--- src/rtl/fetcher_if.sv ---
// Fetch-stage bus: icache request/response, branch predictor lookup,
// decoder-side instruction queue head, and ROB redirect.
interface fetcher_if #(
   parameter int XLEN = 32
);
   // icache
   logic            fet_icache_req;
   logic [XLEN-1:0] fet_icache_addr;
   logic            icache_fet_ready;
   logic [XLEN-1:0] icache_fet_inst;
   // branch predictor
   logic [XLEN-1:0] fet_pc;
   logic            bp_pred;
   // decoder
   logic            dec_fet_pop;
   logic            fet_dec_valid;
   logic [XLEN-1:0] fet_dec_inst;
   logic [XLEN-1:0] fet_dec_pc;
   logic            fet_dec_pred_jump;
   // ROB redirect
   logic            rob_flush;
   logic [XLEN-1:0] rob_flush_pc;

   // Fetch stage side
   modport master (
      output fet_icache_req, fet_icache_addr, fet_pc,
      output fet_dec_valid, fet_dec_inst, fet_dec_pc, fet_dec_pred_jump,
      input  icache_fet_ready, icache_fet_inst, bp_pred,
      input  dec_fet_pop, rob_flush, rob_flush_pc
   );

   // Environment side (icache, predictor, decoder, ROB)
   modport slave (
      input  fet_icache_req, fet_icache_addr, fet_pc,
      input  fet_dec_valid, fet_dec_inst, fet_dec_pc, fet_dec_pred_jump,
      output icache_fet_ready, icache_fet_inst, bp_pred,
      output dec_fet_pop, rob_flush, rob_flush_pc
   );
endinterface

--- src/rtl/fetcher.sv ---
// Fetch stage: one outstanding icache request at a time, minimal decode of
// JAL / conditional branches to form the next PC, and a circular
// instruction queue drained by the decoder. A ROB flush redirects the PC
// and empties the queue; an in-flight icache response is then discarded.
module fetcher #(
   parameter int              XLEN     = 32,
   parameter int              IQ_DEPTH = 8,
   parameter int              IQ_WIDTH = 3,
   parameter logic [XLEN-1:0] RESET_PC = '0
) (
   input  logic      clk,
   input  logic      rst,
   fetcher_if.master bus
);

   localparam logic [6:0]          OPC_JAL    = 7'b1101111;
   localparam logic [6:0]          OPC_BRANCH = 7'b1100011;
   localparam logic [IQ_WIDTH:0]   IQ_FULL    = (IQ_WIDTH+1)'(IQ_DEPTH);

   typedef enum logic [1:0] {S_IDLE, S_WAIT, S_DISCARD} state_t;

   state_t                state_q, state_d;
   logic [XLEN-1:0]       pc_q, pc_d;
   logic [IQ_WIDTH-1:0]   head_q, head_d, tail_q, tail_d;
   logic [IQ_WIDTH:0]     count_q, count_d;

   logic [XLEN-1:0]       iq_inst [IQ_DEPTH];
   logic [XLEN-1:0]       iq_pc   [IQ_DEPTH];
   logic                  iq_pred [IQ_DEPTH];

   logic                  push, pop, pred;
   logic [XLEN-1:0]       next_pc, imm_j, imm_b;
   logic [XLEN-1:0]       inst;

   assign inst  = bus.icache_fet_inst;
   assign imm_j = {{(XLEN-21){inst[31]}}, inst[31], inst[19:12], inst[20], inst[30:21], 1'b0};
   assign imm_b = {{(XLEN-13){inst[31]}}, inst[31], inst[7], inst[30:25], inst[11:8], 1'b0};

   // Next-PC and prediction bit from the returning instruction word
   // NOTE: every output of a combinational block gets a default first so no
   // path leaves it unassigned and a latch is never inferred.
   always_comb begin
      pred    = 1'b0;
      next_pc = pc_q + XLEN'(4);
      case (inst[6:0])
         OPC_JAL: begin
            pred    = 1'b1;
            next_pc = pc_q + imm_j;
         end
         OPC_BRANCH: begin
            pred = bus.bp_pred;
            if (bus.bp_pred) next_pc = pc_q + imm_b;
         end
         default: ;
      endcase
   end

   // Fetch FSM next state and queue push decision
   always_comb begin
      state_d = state_q;
      push    = 1'b0;
      case (state_q)
         S_IDLE:
            if (!bus.rob_flush && (count_q < IQ_FULL)) state_d = S_WAIT;
         S_WAIT:
            if (bus.icache_fet_ready) begin
               state_d = S_IDLE;
               push    = !bus.rob_flush;
            end else if (bus.rob_flush) begin
               state_d = S_DISCARD;
            end
         S_DISCARD:
            if (bus.icache_fet_ready) state_d = S_IDLE;
         default: state_d = S_IDLE;
      endcase
   end

   assign pop = bus.dec_fet_pop && (count_q != '0) && !bus.rob_flush;

   // PC, queue pointers and occupancy; flush overrides push and pop
   always_comb begin
      pc_d    = pc_q;
      head_d  = head_q;
      tail_d  = tail_q;
      count_d = count_q;
      if (bus.rob_flush) begin
         pc_d    = bus.rob_flush_pc;
         head_d  = '0;
         tail_d  = '0;
         count_d = '0;
      end else begin
         if (push) begin
            pc_d   = next_pc;
            tail_d = tail_q + 1'b1;
         end
         if (pop) head_d = head_q + 1'b1;
         case ({push, pop})
            2'b10:   count_d = count_q + 1'b1;
            2'b01:   count_d = count_q - 1'b1;
            default: ;
         endcase
      end
   end

   // State, PC and queue control registers
   // NOTE: sequential state uses non-blocking assignments so every register
   // samples pre-edge values regardless of process ordering.
   always_ff @(posedge clk or posedge rst) begin
      if (rst) begin
         state_q <= S_IDLE;
         pc_q    <= RESET_PC;
         head_q  <= '0;
         tail_q  <= '0;
         count_q <= '0;
      end else begin
         state_q <= state_d;
         pc_q    <= pc_d;
         head_q  <= head_d;
         tail_q  <= tail_d;
         count_q <= count_d;
      end
   end

   // Queue storage write
   // NOTE: the storage array is not reset; entries are only observable
   // through the head while count is non-zero, and the outputs are gated.
   always_ff @(posedge clk) begin
      if (push) begin
         iq_inst[tail_q] <= inst;
         iq_pc[tail_q]   <= pc_q;
         iq_pred[tail_q] <= pred;
      end
   end

   assign bus.fet_pc            = pc_q;
   assign bus.fet_icache_addr   = pc_q;
   assign bus.fet_icache_req    = (state_q == S_WAIT);
   assign bus.fet_dec_valid     = (count_q != '0);
   assign bus.fet_dec_inst      = bus.fet_dec_valid ? iq_inst[head_q] : '0;
   assign bus.fet_dec_pc        = bus.fet_dec_valid ? iq_pc[head_q]   : '0;
   assign bus.fet_dec_pred_jump = bus.fet_dec_valid && iq_pred[head_q];

endmodule

--- src/flat_wrapper.sv ---
// flat-port wrapper written by rule: the top's interface ports become plain ports
module fetcher_flat 
#(
   parameter int              XLEN     = 32,
   parameter int              IQ_DEPTH = 8,
   parameter int              IQ_WIDTH = 3,
   parameter logic [XLEN-1:0] RESET_PC = '0
)
  (clk, rst, bus_fet_icache_req, bus_fet_icache_addr, bus_fet_pc, bus_fet_dec_valid, bus_fet_dec_inst, bus_fet_dec_pc, bus_fet_dec_pred_jump, bus_icache_fet_ready, bus_icache_fet_inst, bus_bp_pred, bus_dec_fet_pop, bus_rob_flush, bus_rob_flush_pc);
  fetcher_if #(.XLEN(XLEN)) bus_i ();
  input  logic clk;
  input  logic rst;
  output wire logic [$bits(bus_i.fet_icache_req)-1:0] bus_fet_icache_req;
  output wire logic [$bits(bus_i.fet_icache_addr)-1:0] bus_fet_icache_addr;
  output wire logic [$bits(bus_i.fet_pc)-1:0] bus_fet_pc;
  output wire logic [$bits(bus_i.fet_dec_valid)-1:0] bus_fet_dec_valid;
  output wire logic [$bits(bus_i.fet_dec_inst)-1:0] bus_fet_dec_inst;
  output wire logic [$bits(bus_i.fet_dec_pc)-1:0] bus_fet_dec_pc;
  output wire logic [$bits(bus_i.fet_dec_pred_jump)-1:0] bus_fet_dec_pred_jump;
  input wire logic [$bits(bus_i.icache_fet_ready)-1:0] bus_icache_fet_ready;
  input wire logic [$bits(bus_i.icache_fet_inst)-1:0] bus_icache_fet_inst;
  input wire logic [$bits(bus_i.bp_pred)-1:0] bus_bp_pred;
  input wire logic [$bits(bus_i.dec_fet_pop)-1:0] bus_dec_fet_pop;
  input wire logic [$bits(bus_i.rob_flush)-1:0] bus_rob_flush;
  input wire logic [$bits(bus_i.rob_flush_pc)-1:0] bus_rob_flush_pc;
  assign bus_fet_icache_req = bus_i.fet_icache_req;
  assign bus_fet_icache_addr = bus_i.fet_icache_addr;
  assign bus_fet_pc = bus_i.fet_pc;
  assign bus_fet_dec_valid = bus_i.fet_dec_valid;
  assign bus_fet_dec_inst = bus_i.fet_dec_inst;
  assign bus_fet_dec_pc = bus_i.fet_dec_pc;
  assign bus_fet_dec_pred_jump = bus_i.fet_dec_pred_jump;
  assign bus_i.icache_fet_ready = bus_icache_fet_ready;
  assign bus_i.icache_fet_inst = bus_icache_fet_inst;
  assign bus_i.bp_pred = bus_bp_pred;
  assign bus_i.dec_fet_pop = bus_dec_fet_pop;
  assign bus_i.rob_flush = bus_rob_flush;
  assign bus_i.rob_flush_pc = bus_rob_flush_pc;
  fetcher #(.XLEN(XLEN), .IQ_DEPTH(IQ_DEPTH), .IQ_WIDTH(IQ_WIDTH), .RESET_PC(RESET_PC)) u_core (.clk(clk), .rst(rst), .bus(bus_i));
endmodule
--- config.mk ---
export PLATFORM = sky130hd
export DESIGN_NAME = fetcher_flat
export DESIGN_NICKNAME = d
export VERILOG_FILES = /design/src/rtl/fetcher_if.sv /design/src/rtl/fetcher.sv /design/src/flat_wrapper.sv
export SDC_FILE = /design/constraint.sdc
export NUM_CORES = 1
export LEC_CHECK = 0
export CORE_ASPECT_RATIO = 2
export CORE_MARGIN = 4
export CORE_UTILIZATION = 50
export DETAILED_ROUTE_END_ITERATION = 8
export PLACE_DENSITY = 0.71
export SYNTH_ARGS = -nofsm -noshare
export SYNTH_HDL_FRONTEND = slang
export SYNTH_SLANG_ARGS = --single-unit
export TNS_END_PERCENT = 1
--- constraint.sdc ---
create_clock -name clk -period 23.4 [get_ports clk]
set_input_delay 3.51 -clock clk [delete_from_list [all_inputs] [get_ports clk]]
set_output_delay 3.51 -clock clk [all_outputs]
set_load 0.02 [all_outputs]
==> results.md, run 1 <==
- Status: finished clean
- Worst Setup End Kind: output port
- Sequential fraction of the synthesis area: 65.0%
- Clock root buffer: clkbuf_16
- DRT iter0 DRCs: 1200
- Die width: 168 um
- Synthesized area per cell: 15.5 sq um
- Max transition margin: 20.4%
- Pins Over Slew Limit: 0
- Post-synth EDFFs: 520
- Slew @ Worst Pin: 1190 ps
- Clk_skew: 14.8 ps
- Setup CP Type: reg -> out
- TritonRoute pass-1 iters: 5
- CTS resizes: 0
- Critical Path RT: 19890 ps
- Final instance area: 29900 sq um
- Largest net degree at the start of global routing: 100
- Vias per inst: 6.20
- Routability cong.: 0.944
- Synth Flop Type: edfxtp_1
- Vias in the first global route: 16388
- Port Buffers: 200
- Num CTS Buffers: 47
- Fin. Hold Viols: 0
- Worst path max stage delay: 890 ps
- Fin Setup TNS: 0 ps
- Most frequent cells in the layout: edfxtp_1 (520), clkdlybuf4s50_1 (200), mux4_2 (130)
- Syn nets: 1784
- Antenna violations before repair: 2
- Starting Density: 50.5%
- Clk pin slew, worst setup/hold paths: 70 ps
- Clock H-tree levels: 2
- # IOs: 201
- Share of cells above drive strength 1: 14.3%
- Hold Path Origin: u_core.state_q[1]$_DFFE_PP0P_
- Die area: 55400 sq um
- Worst path cell trace: buf_12 > mux4_2 > mux2i_1 > nor2_1 > clkdlybuf4s50_1
- Crit path from: u_core.head_q[0]$_DFFE_PP0P_
- Drt total wl: 68400 um
- Flops & latches, synth: 564
- Pwr Density: 95.2 nW/um^2
- Post-synth ARST share: 7.80%
- Leakage: 9.60 nW
- WP data arrival: 3800 ps
- Post-layout minimum cycle time: 7310 ps
- Longest Clk Path Bufs: 3
- DR WL/cell: 27.1 um
- Final HPWL DP: 45000 um
- Fin crit share: 31.2%
- First-pass GRT wire length: 103000 um
- Total congestion overflow: 0
- Max-cap violations: 0
- Yosys warning total: 0
- Clock insertion delay at the later pin of the skew report: 590 ps
- Syn Inst Count: 1663
- Hold Slack: 467 ps
- DRC violations left: 0
- Mapped Area: 25700 sq um
- RSZ-0062 raised after global routing: false
- Final setup viols: 0
- CTS Sinks: 564
- Post-DRT Antenna Nets: 0
- Cts hold-fix bufs: 0
- Core Area: 50900 sq um
- Die H: 329 um
- HP Class: reg -> reg
- Library cells used by synthesis: 73
- CP Max Fanout: 99
- Final nets: 1950
- Placed cell area: 28300 sq um
- Fill cell count: 4026
- CP max-delay cell: dfrtp_4
- Row count: 117
- Worst VDD drop: 0.0873 mV
- Pwr Total: 2.84 mW
- Startpoint types: register
- Area growth syn-to-layout: 16.1%
- F_max: 137 MHz
- Post-CTS Setup Inserts: 0
- GRT Util Overall: 24.8%
- Routed vias: 15636
- Most common cell after layout, fill and taps aside: edfxtp_1
- Reg2Reg Launch Point: u_core.state_q[0]$_DFFE_PP0P_
- CTS tree: built
-- sequential cells by signal, indices dropped and copies added, names as in the netlist --
register,flops
u_core.iq_pred,8
u_core.tail_q,3
u_core.state_q,2
u_core.iq_pc,256
u_core.iq_inst,256
u_core.count_q,4
u_core.head_q,3
u_core.bus.fet_icache_addr,32
-- path summary, 6_finish.rpt --
check	end	slack, ps	cells after the start
max	bus_fet_dec_pc[13]	16090	5
min	u_core.state_q[0]$_DFFE_PP0P_	470	1
max reg2reg	u_core.iq_inst[3][7]$_DFFE_PP_	19250	6
min reg2reg	u_core.state_q[0]$_DFFE_PP0P_	470	1
max in group asynchronous	u_core.head_q[2]$_DFFE_PP0P_	19000	2
min in group asynchronous	u_core.state_q[1]$_DFFE_PP0P_	3550	2
-- critical path, delay by kind of cell (launching register included) --
family	cells	cell delay, ps
buf+inv	2	1150
flops	1	890
mux	2	850
simple gates	1	100
-- stage by stage --
stage / cells / utilization (%) / setup slack (ps)
2_1_floorplan: 1663 / - / 12570
6_report: 2521 / 58.7 / 16090
4_1_cts: 2519 / 58.7 / 15970
5_1_grt: 2519 / 58.7 / 15760
3_3_place_gp: 2434 / 55.6 / 15860
3_5_place_dp: 2434 / 55.6 / 15670
-- where the power goes --
part | internal (mW) | total (mW) | switching (mW)
Sequential | 1.13 | 1.18 | 0.0525
Clock | 0.446 | 0.798 | 0.352
Combinational | 0.398 | 0.866 | 0.468
-- cell usage after synthesis (all sizes together), types with 36 or more instances --
master,count,area (sq um)
nand3,36,180
edfxtp,520,15600
ha,48,601
nand2,80,300
o21ai,77,385
clkbuf,65,244
nor2,132,498
dfrtp,44,1100
mux2i,73,731
a21oi,79,395
buf,53,325
mux4,130,2930
-- logic make-up after synthesis --
kind of cell / count (synthesis) / share of synthesized area, %
AOI/OAI and AO/OA: 302 / 7.55
xor gates and xnor gates: 53 / 1.80
and+or+nand+nor: 345 / 6.20
buffers and inverters: 142 / 2.56
adders and majority gates: 51 / 2.57
DFF: 564 / 65.0
muxes: 206 / 14.3
-- layer usage --
| layer | vias to the layer above | GRT usage (%) | share of wire, % |
|---|---|---|---|
| met5 | - | 0 | 0 |
| met4 | 0 | 10.5 | 4.7 |
| met3 | 144 | 2.98 | 5.0 |
| met2 | 586 | 44.6 | 54 |
| met1 | 8017 | 29.9 | 37 |
| li1 | 6889 | - | - |
-- cell type report --
class	count	area, sq um	area share, %
Sequential cell	564	16700	56.0
Multi-Input combinational cell	957	8410	28.1
Timing Repair Buffer	235	2280	7.62
Clock buffer	58	1240	4.14
Tap cell	654	818	2.74
Clock inverter	27	317	1.06
Inverter	24	90.1	0.301
Antenna cell	2	5.00	0.0167
Power figures use the tool's default switching activity.
==> inputs of run 2 (changes only) <==
- clock period: 23.4 -> 7 ns (I/O delays scaled with it)
==> run 2 against run 1 <==
  * First-iteration DRC count rose by 23%
  * Clock skew rose by 14 ps
  * Cell area barely moved
  * Non-clock buffer count rose by 3
  * Critical path type unchanged
  * Critical endpoint is now bus_fet_dec_pc[17]
  * Highest routed layer is now met5
==> results.md, run 2 (synthesized netlist as in run 1, its figures left out) <==
- Status: finished clean (unchanged)
- Worst path cell trace: buf_4 > mux4_2 > mux2i_1 > nor2_1 > clkdlybuf4s50_1 (was buf_12 > mux4_2 > mux2i_1 > nor2_1 > clkdlybuf4s50_1)
- Final WS setup: 2360 ps (was 16090 ps)
- Setup CP Type: reg -> out (unchanged)
- Die width: 168 um (unchanged)
- Fin Setup TNS: 0 ps (unchanged)
- Most common cell after layout, fill and taps aside: edfxtp_1 (unchanged)
- Routability cong.: 0.942 (was 0.944)
- Clock root buffer: clkbuf_16 (unchanged)
- Row count: 117 (unchanged)
- Drt total wl: 68500 um (was 68400 um)
- Place WS: 2400 ps (was 15670 ps)
- Post-DRT Antenna Nets: 0 (unchanged)
- CP Max Fanout: 58 (was 99)
- Antenna violations before repair: 2 (unchanged)
- Max transition margin: 22.3% (was 20.4%)
- Slew @ Worst Pin: 1160 ps (was 1190 ps)
- TritonRoute pass-1 iters: 6 (was 5)
- Starting Density: 50.5% (unchanged)
- Fin. Hold Viols: 0 (unchanged)
- Core Area: 50900 sq um (unchanged)
- Pwr Total: 9.43 mW (was 2.84 mW)
- Hold Slack: 469 ps (was 467 ps)
- CTS tree: built (unchanged)
- Largest net degree at the start of global routing: 66 (was 100)
- Cts hold-fix bufs: 0 (unchanged)
- GRT Util Overall: 24.9% (was 24.8%)
- Post-CTS Setup Inserts: 0 (unchanged)
- Die H: 329 um (unchanged)
- Post-layout minimum cycle time: 4640 ps
- DRT iter0 DRCs: 1470 (was 1200)
- DR WL/cell: 27.1 um (about the same)
- Clock insertion delay at the later pin of the skew report: 590 ps (about the same)
- Worst path max stage delay: 1000 ps (was 890 ps)
- Worst VDD drop: 0.281 mV (was 0.0873 mV)
- Most frequent cells in the layout: edfxtp_1 (520), clkdlybuf4s50_1 (199), mux4_2 (130) (was edfxtp_1 (520), clkdlybuf4s50_1 (200), mux4_2 (130))
- Die area: 55400 sq um (unchanged)
- First-pass GRT wire length: 103000 um (about the same)
- Longest Clk Path Bufs: 3 (unchanged)
- RSZ-0062 raised after global routing: false (unchanged)
- Fin crit share: 66.2%
- Final setup viols: 0 (unchanged)
- Clk_skew: 29.0 ps (was 14.8 ps)
- Vias per inst: 6.19 (was 6.20)
- Share of cells above drive strength 1: 14.6% (was 14.3%)
- WP data arrival: 3590 ps (was 3800 ps)
- CTS Sinks: 564 (unchanged)
- F_max: 216 MHz
- CP max-delay cell: dfrtp_4 (unchanged)
- Vias in the first global route: 16431 (was 16388)
- Total congestion overflow: 0 (unchanged)
- Critical Path RT: 5950 ps (was 19890 ps)
- HP Class: reg -> reg (unchanged)
- Clk pin slew, worst setup/hold paths: 70 ps (about the same)
- DRC violations left: 0 (unchanged)
- Final nets: 1954 (was 1950)
- Clock H-tree levels: 2 (unchanged)
- Pwr Density: 315 nW/um^2 (was 95.2 nW/um^2)
- Worst Setup End Kind: output port (unchanged)
- Leakage: 9.63 nW (was 9.60 nW)
- Num CTS Buffers: 48 (was 47)
- Max-cap violations: 0 (unchanged)
- Startpoint types: register (unchanged)
- Area growth syn-to-layout: 16.2% (was 16.1%)
- Final HPWL DP: 43300 um (was 45000 um)
- Port Buffers: 200 (unchanged)
- Pins Over Slew Limit: 0 (unchanged)
- Routed vias: 15636 (unchanged)
- # IOs: 201 (unchanged)
- CTS resizes: 0 (unchanged)
run 2: cell types whose count changed in the layout (fill, tap and decap cells not counted):
cell	delta
clkinv_4	+2
clkinv_1	+3
diode_2	-1
buf_12	+3
clkbuf_1	-3
nor4_4	+1
clkinvlp_4	-5
clkdlybuf4s50_1	-1
inv_6	-2
clkinv_2	+9
bufinv_16	-3
buf_2	+1
nor4_2	-1
clkbuf_8	+2
run 2: report_power, final:
group          internal [mW]  switching (mW)
logic                   1.33            1.54
clock network           1.40            1.19
registers               3.77           0.199
total                   6.50            2.93
run 2: critical path, delay by kind of cell, from the launching register on:
family / cells / cell delay [ps]
muxes: 2 / 400
and+or+nand+nor: 1 / 240
DFF: 1 / 1000
buffers and inverters: 2 / 1260
run 2: final cells by class:
class	instances	area [sq um]
fill	3948	21100
sequential	564	16700
multi-input combinational	957	8420
timing repair buffer	238	2330
clock buffer	57	1250
tap	654	818
clock inverter	31	245
inverter	24	90.1
antenna	1	2.50
run 2: worst paths after layout:
check	slack, ps	from	depth (start not counted)	endpoint
max in group asynchronous	5500	rst	3	u_core.head_q[1]$_DFFE_PP0P_
worst min register to register	470	u_core.state_q[1]$_DFFE_PP0P_	1	u_core.state_q[0]$_DFFE_PP0P_
worst max-delay path	2360	u_core.head_q[1]$_DFFE_PP0P_	5	bus_fet_dec_pc[17]
worst min-delay path	470	u_core.state_q[1]$_DFFE_PP0P_	1	u_core.state_q[0]$_DFFE_PP0P_
worst max register to register	3290	u_core.bus.fet_icache_addr[2]$_DFFE_PP0P_	10	u_core.bus.fet_icache_addr[30]$_DFFE_PP0P_
min in group asynchronous	970	rst	3	u_core.bus.fet_icache_addr[29]$_DFFE_PP0P_
run 2: per-layer routing:
| metal | vias up | GRT usage (%) | share of wire (%) |
|---|---|---|---|
| met3 | 158 | 3.17 | 5.5 |
| met5 | - | 0 | 0.019 |
| met2 | 586 | 43.4 | 52 |
| met4 | 2 | 11.6 | 5.2 |
| li1 | 6890 | - | - |
| met1 | 8000 | 30.8 | 37 |
run 2: per-stage QoR:
step	utilization (%)	cell area, sq um	std cells
final	58.7	29900	2526
after floorplan	-	25700	1663
after CTS	58.7	29900	2525
after global routing	58.7	29900	2525
after detailed placement	55.7	28400	2437
after global placement	55.7	28400	2437
==> inputs of run 3 (changes only) <==
- PLACE_DENSITY: 0.71 -> 0.74
- clock period: 7 -> 3.92 ns (I/O delays scaled with it)
==> run 3 against run 2 <==
  * First-iteration DRC count down 14%
  * Die area unchanged
  * Cell area rose by 3.2%
  * Via count grew 3.9%
  * Non-clock buffer count rose by 100
  * Clock skew shrank 4.8 ps
==> results.md, run 3 (synthesized netlist as in run 1, its figures left out) <==
- WP data arrival: 3060 ps (was 3590 ps)
- Max transition margin: 38.5% (was 22.3%)
- Final WS setup: 274 ps (was 2360 ps)
- Cts hold-fix bufs: 0 (unchanged)
- DRT iter0 DRCs: 1268 (was 1470)
- Longest Clk Path Bufs: 3 (unchanged)
- Final setup viols: 0 (unchanged)
- Post-DRT Antenna Nets: 0 (unchanged)
- Bufs and invs on worst path: 2 (unchanged)
- RSZ-0062 raised after global routing: false (unchanged)
- Pwr Density: 555 nW/um^2 (was 315 nW/um^2)
- Final HPWL DP: 50200 um (was 43300 um)
- First-pass GRT wire length: 108000 um (was 103000 um)
- CP Max Fanout: 35 (was 58)
- Setup CP Type: reg -> out (unchanged)
- F_max: 274 MHz
- Worst Setup End Kind: output port (unchanged)
- CP top delay family: buffers and inverters (unchanged)
- Port Buffers: 200 (unchanged)
- Worst path max stage delay: 640 ps (was 1000 ps)
- Die area: 55400 sq um (unchanged)
- Row count: 117 (unchanged)
- TritonRoute pass-1 iters: 6 (unchanged)
- DRC violations left: 0 (unchanged)
- Worst path cell trace: buf_12 > mux4_2 > mux2i_1 > nor2_1 > clkdlybuf4s50_1 (was buf_4 > mux4_2 > mux2i_1 > nor2_1 > clkdlybuf4s50_1)
- Area growth syn-to-layout: 19.9% (was 16.2%)
- R2r worst-path depth: 10 (unchanged)
- CP Depth: 5 (unchanged)
- Fill cell count: 3850 (was 3948)
- Post-Layout Cell Count: 2622 (was 2526)
- Largest net degree at the start of global routing: 66 (unchanged)
- Pwr Total: 17.1 mW (was 9.43 mW)
- Critical Path Sink: bus_fet_dec_pc[27] (was bus_fet_dec_pc[17])
- Die width: 168 um (unchanged)
- Vias in the first global route: 17040 (was 16431)
- Clk pin slew, worst setup/hold paths: 70 ps (about the same)
- Num CTS Buffers: 47 (was 48)
- Die H: 329 um (unchanged)
- Crit path from: u_core.head_q[0]$_DFFE_PP0P_ (was u_core.head_q[1]$_DFFE_PP0P_)
- Core Area: 50900 sq um (unchanged)
- CTS resizes: 0 (unchanged)
- Final nets: 2053 (was 1954)
- Share of cells above drive strength 1: 18.6% (was 14.6%)
- R2r setup slk: 720 ps (was 3290 ps)
- Drt total wl: 72600 um (was 68500 um)
- Slew @ Worst Pin: 921 ps (was 1160 ps)
- Clock H-tree levels: 2 (unchanged)
- Post-CTS Setup Inserts: 1 (was 0)
- WHS Path Cells: 1 (unchanged)
- Fin. Hold Viols: 0 (unchanged)
- Startpoint types: register (unchanged)
- HP Class: reg -> reg (unchanged)
- GRT Util Overall: 26.2% (was 24.9%)
- Status: finished clean (unchanged)
- # IOs: 201 (unchanged)
- Routability cong.: 0.958 (was 0.942)
- Max-cap violations: 0 (unchanged)
- Placed cells: 2536 (was 2437)
- Critical Path RT: 3330 ps (was 5950 ps)
- Reg2Reg Launch Point: u_core.bus.fet_icache_addr[2]$_DFFE_PP0P_ (unchanged)
- Clock insertion delay at the later pin of the skew report: 580 ps (was 590 ps)
- Place WS: 10.7 ps (was 2400 ps)
- Pins Over Slew Limit: 0 (unchanged)
- RR Endpoint: u_core.bus.fet_icache_addr[30]$_DFFE_PP0P_ (unchanged)
- DR WL/cell: 27.7 um (was 27.1 um)
- CTS tree: built (unchanged)
- Most common cell after layout, fill and taps aside: edfxtp_1 (unchanged)
- Fin crit share: 93.0%
- Worst VDD drop: 0.461 mV (was 0.281 mV)
- Routed vias: 16250 (was 15636)
- Vias per inst: 6.20 (was 6.19)
- Leakage: 10.1 nW (was 9.63 nW)
- Post-layout minimum cycle time: 3650 ps
- Clk_skew: 24.2 ps (was 29.0 ps)
- Most frequent cells in the layout: edfxtp_1 (520), clkdlybuf4s50_1 (199), mux4_2 (130) (unchanged)
- Total congestion overflow: 0 (unchanged)
- Antenna violations before repair: 7 (was 2)
- Starting Density: 50.5% (unchanged)
- CTS Sinks: 564 (unchanged)
- CP max-delay cell: dfrtp_4 (unchanged)
- Clock root buffer: clkbuf_16 (unchanged)
[run 3: cell count changes in the layout (fill, tap and decap cells not counted), sizes merged]
cell and delta:
buf +100, clkinv -11, diode +3, inv +3, clkbuf -2, clkinvlp +2, bufinv +1
[run 3: layout make-up]
cell class                      count  area, sq um  area share, %
Clock inverter                     26          259          0.839
Clock buffer                       55         1210           3.91
Inverter                           24         90.1          0.292
Tap cell                          654          818           2.65
Antenna cell                        4         10.0         0.0324
Sequential cell                   564        16700           54.2
Timing Repair Buffer              338         3300           10.7
Multi-Input combinational cell    957         8450           27.4
[run 3: stage by stage]
step | hold slack, ps | instance area, sq um | utilization [%] | setup TNS, ps
global route | 507 | 30900 | 60.6 | 0
finish | 477 | 30900 | 60.6 | 0
floorplan | 446 | 25800 | - | -232920
detailed placement | 466 | 29400 | 57.6 | 0
CTS | 478 | 30800 | 60.5 | 0
global placement | 457 | 29400 | 57.6 | 0
[run 3: layer usage]
metal	GRT usage [%]	wire, um	vias up
li1	-	-	7101
met1	31.3	26300	8280
met2	47.0	38500	695
met3	3.09	3960	172
met4	12.7	3860	2
met5	0	12	-
[run 3: power breakdown]
part | switching (mW) | leakage (nW) | internal, mW | total [mW]
Clock | 2.11 | 0.709 | 2.48 | 4.59
Combinational | 3.02 | 4.23 | 2.57 | 5.59
Sequential | 0.202 | 5.21 | 6.73 | 6.93
Total | 5.32 | 10.1 | 11.8 | 17.1
[run 3: worst min-delay path by stage]
stage / start / slack, ps / endpoint
detailed placement: u_core.state_q[1]$_DFFE_PP0P_ / 470 / u_core.state_q[0]$_DFFE_PP0P_
floorplan: u_core.state_q[1]$_DFFE_PP0P_ / 450 / u_core.state_q[0]$_DFFE_PP0P_
global route: u_core.state_q[1]$_DFFE_PP0P_ / 510 / u_core.state_q[0]$_DFFE_PP0P_
finish: u_core.state_q[1]$_DFFE_PP0P_ / 480 / u_core.state_q[0]$_DFFE_PP0P_
global placement: u_core.state_q[1]$_DFFE_PP0P_ / 460 / u_core.state_q[0]$_DFFE_PP0P_
CTS: u_core.state_q[1]$_DFFE_PP0P_ / 480 / u_core.state_q[0]$_DFFE_PP0P_
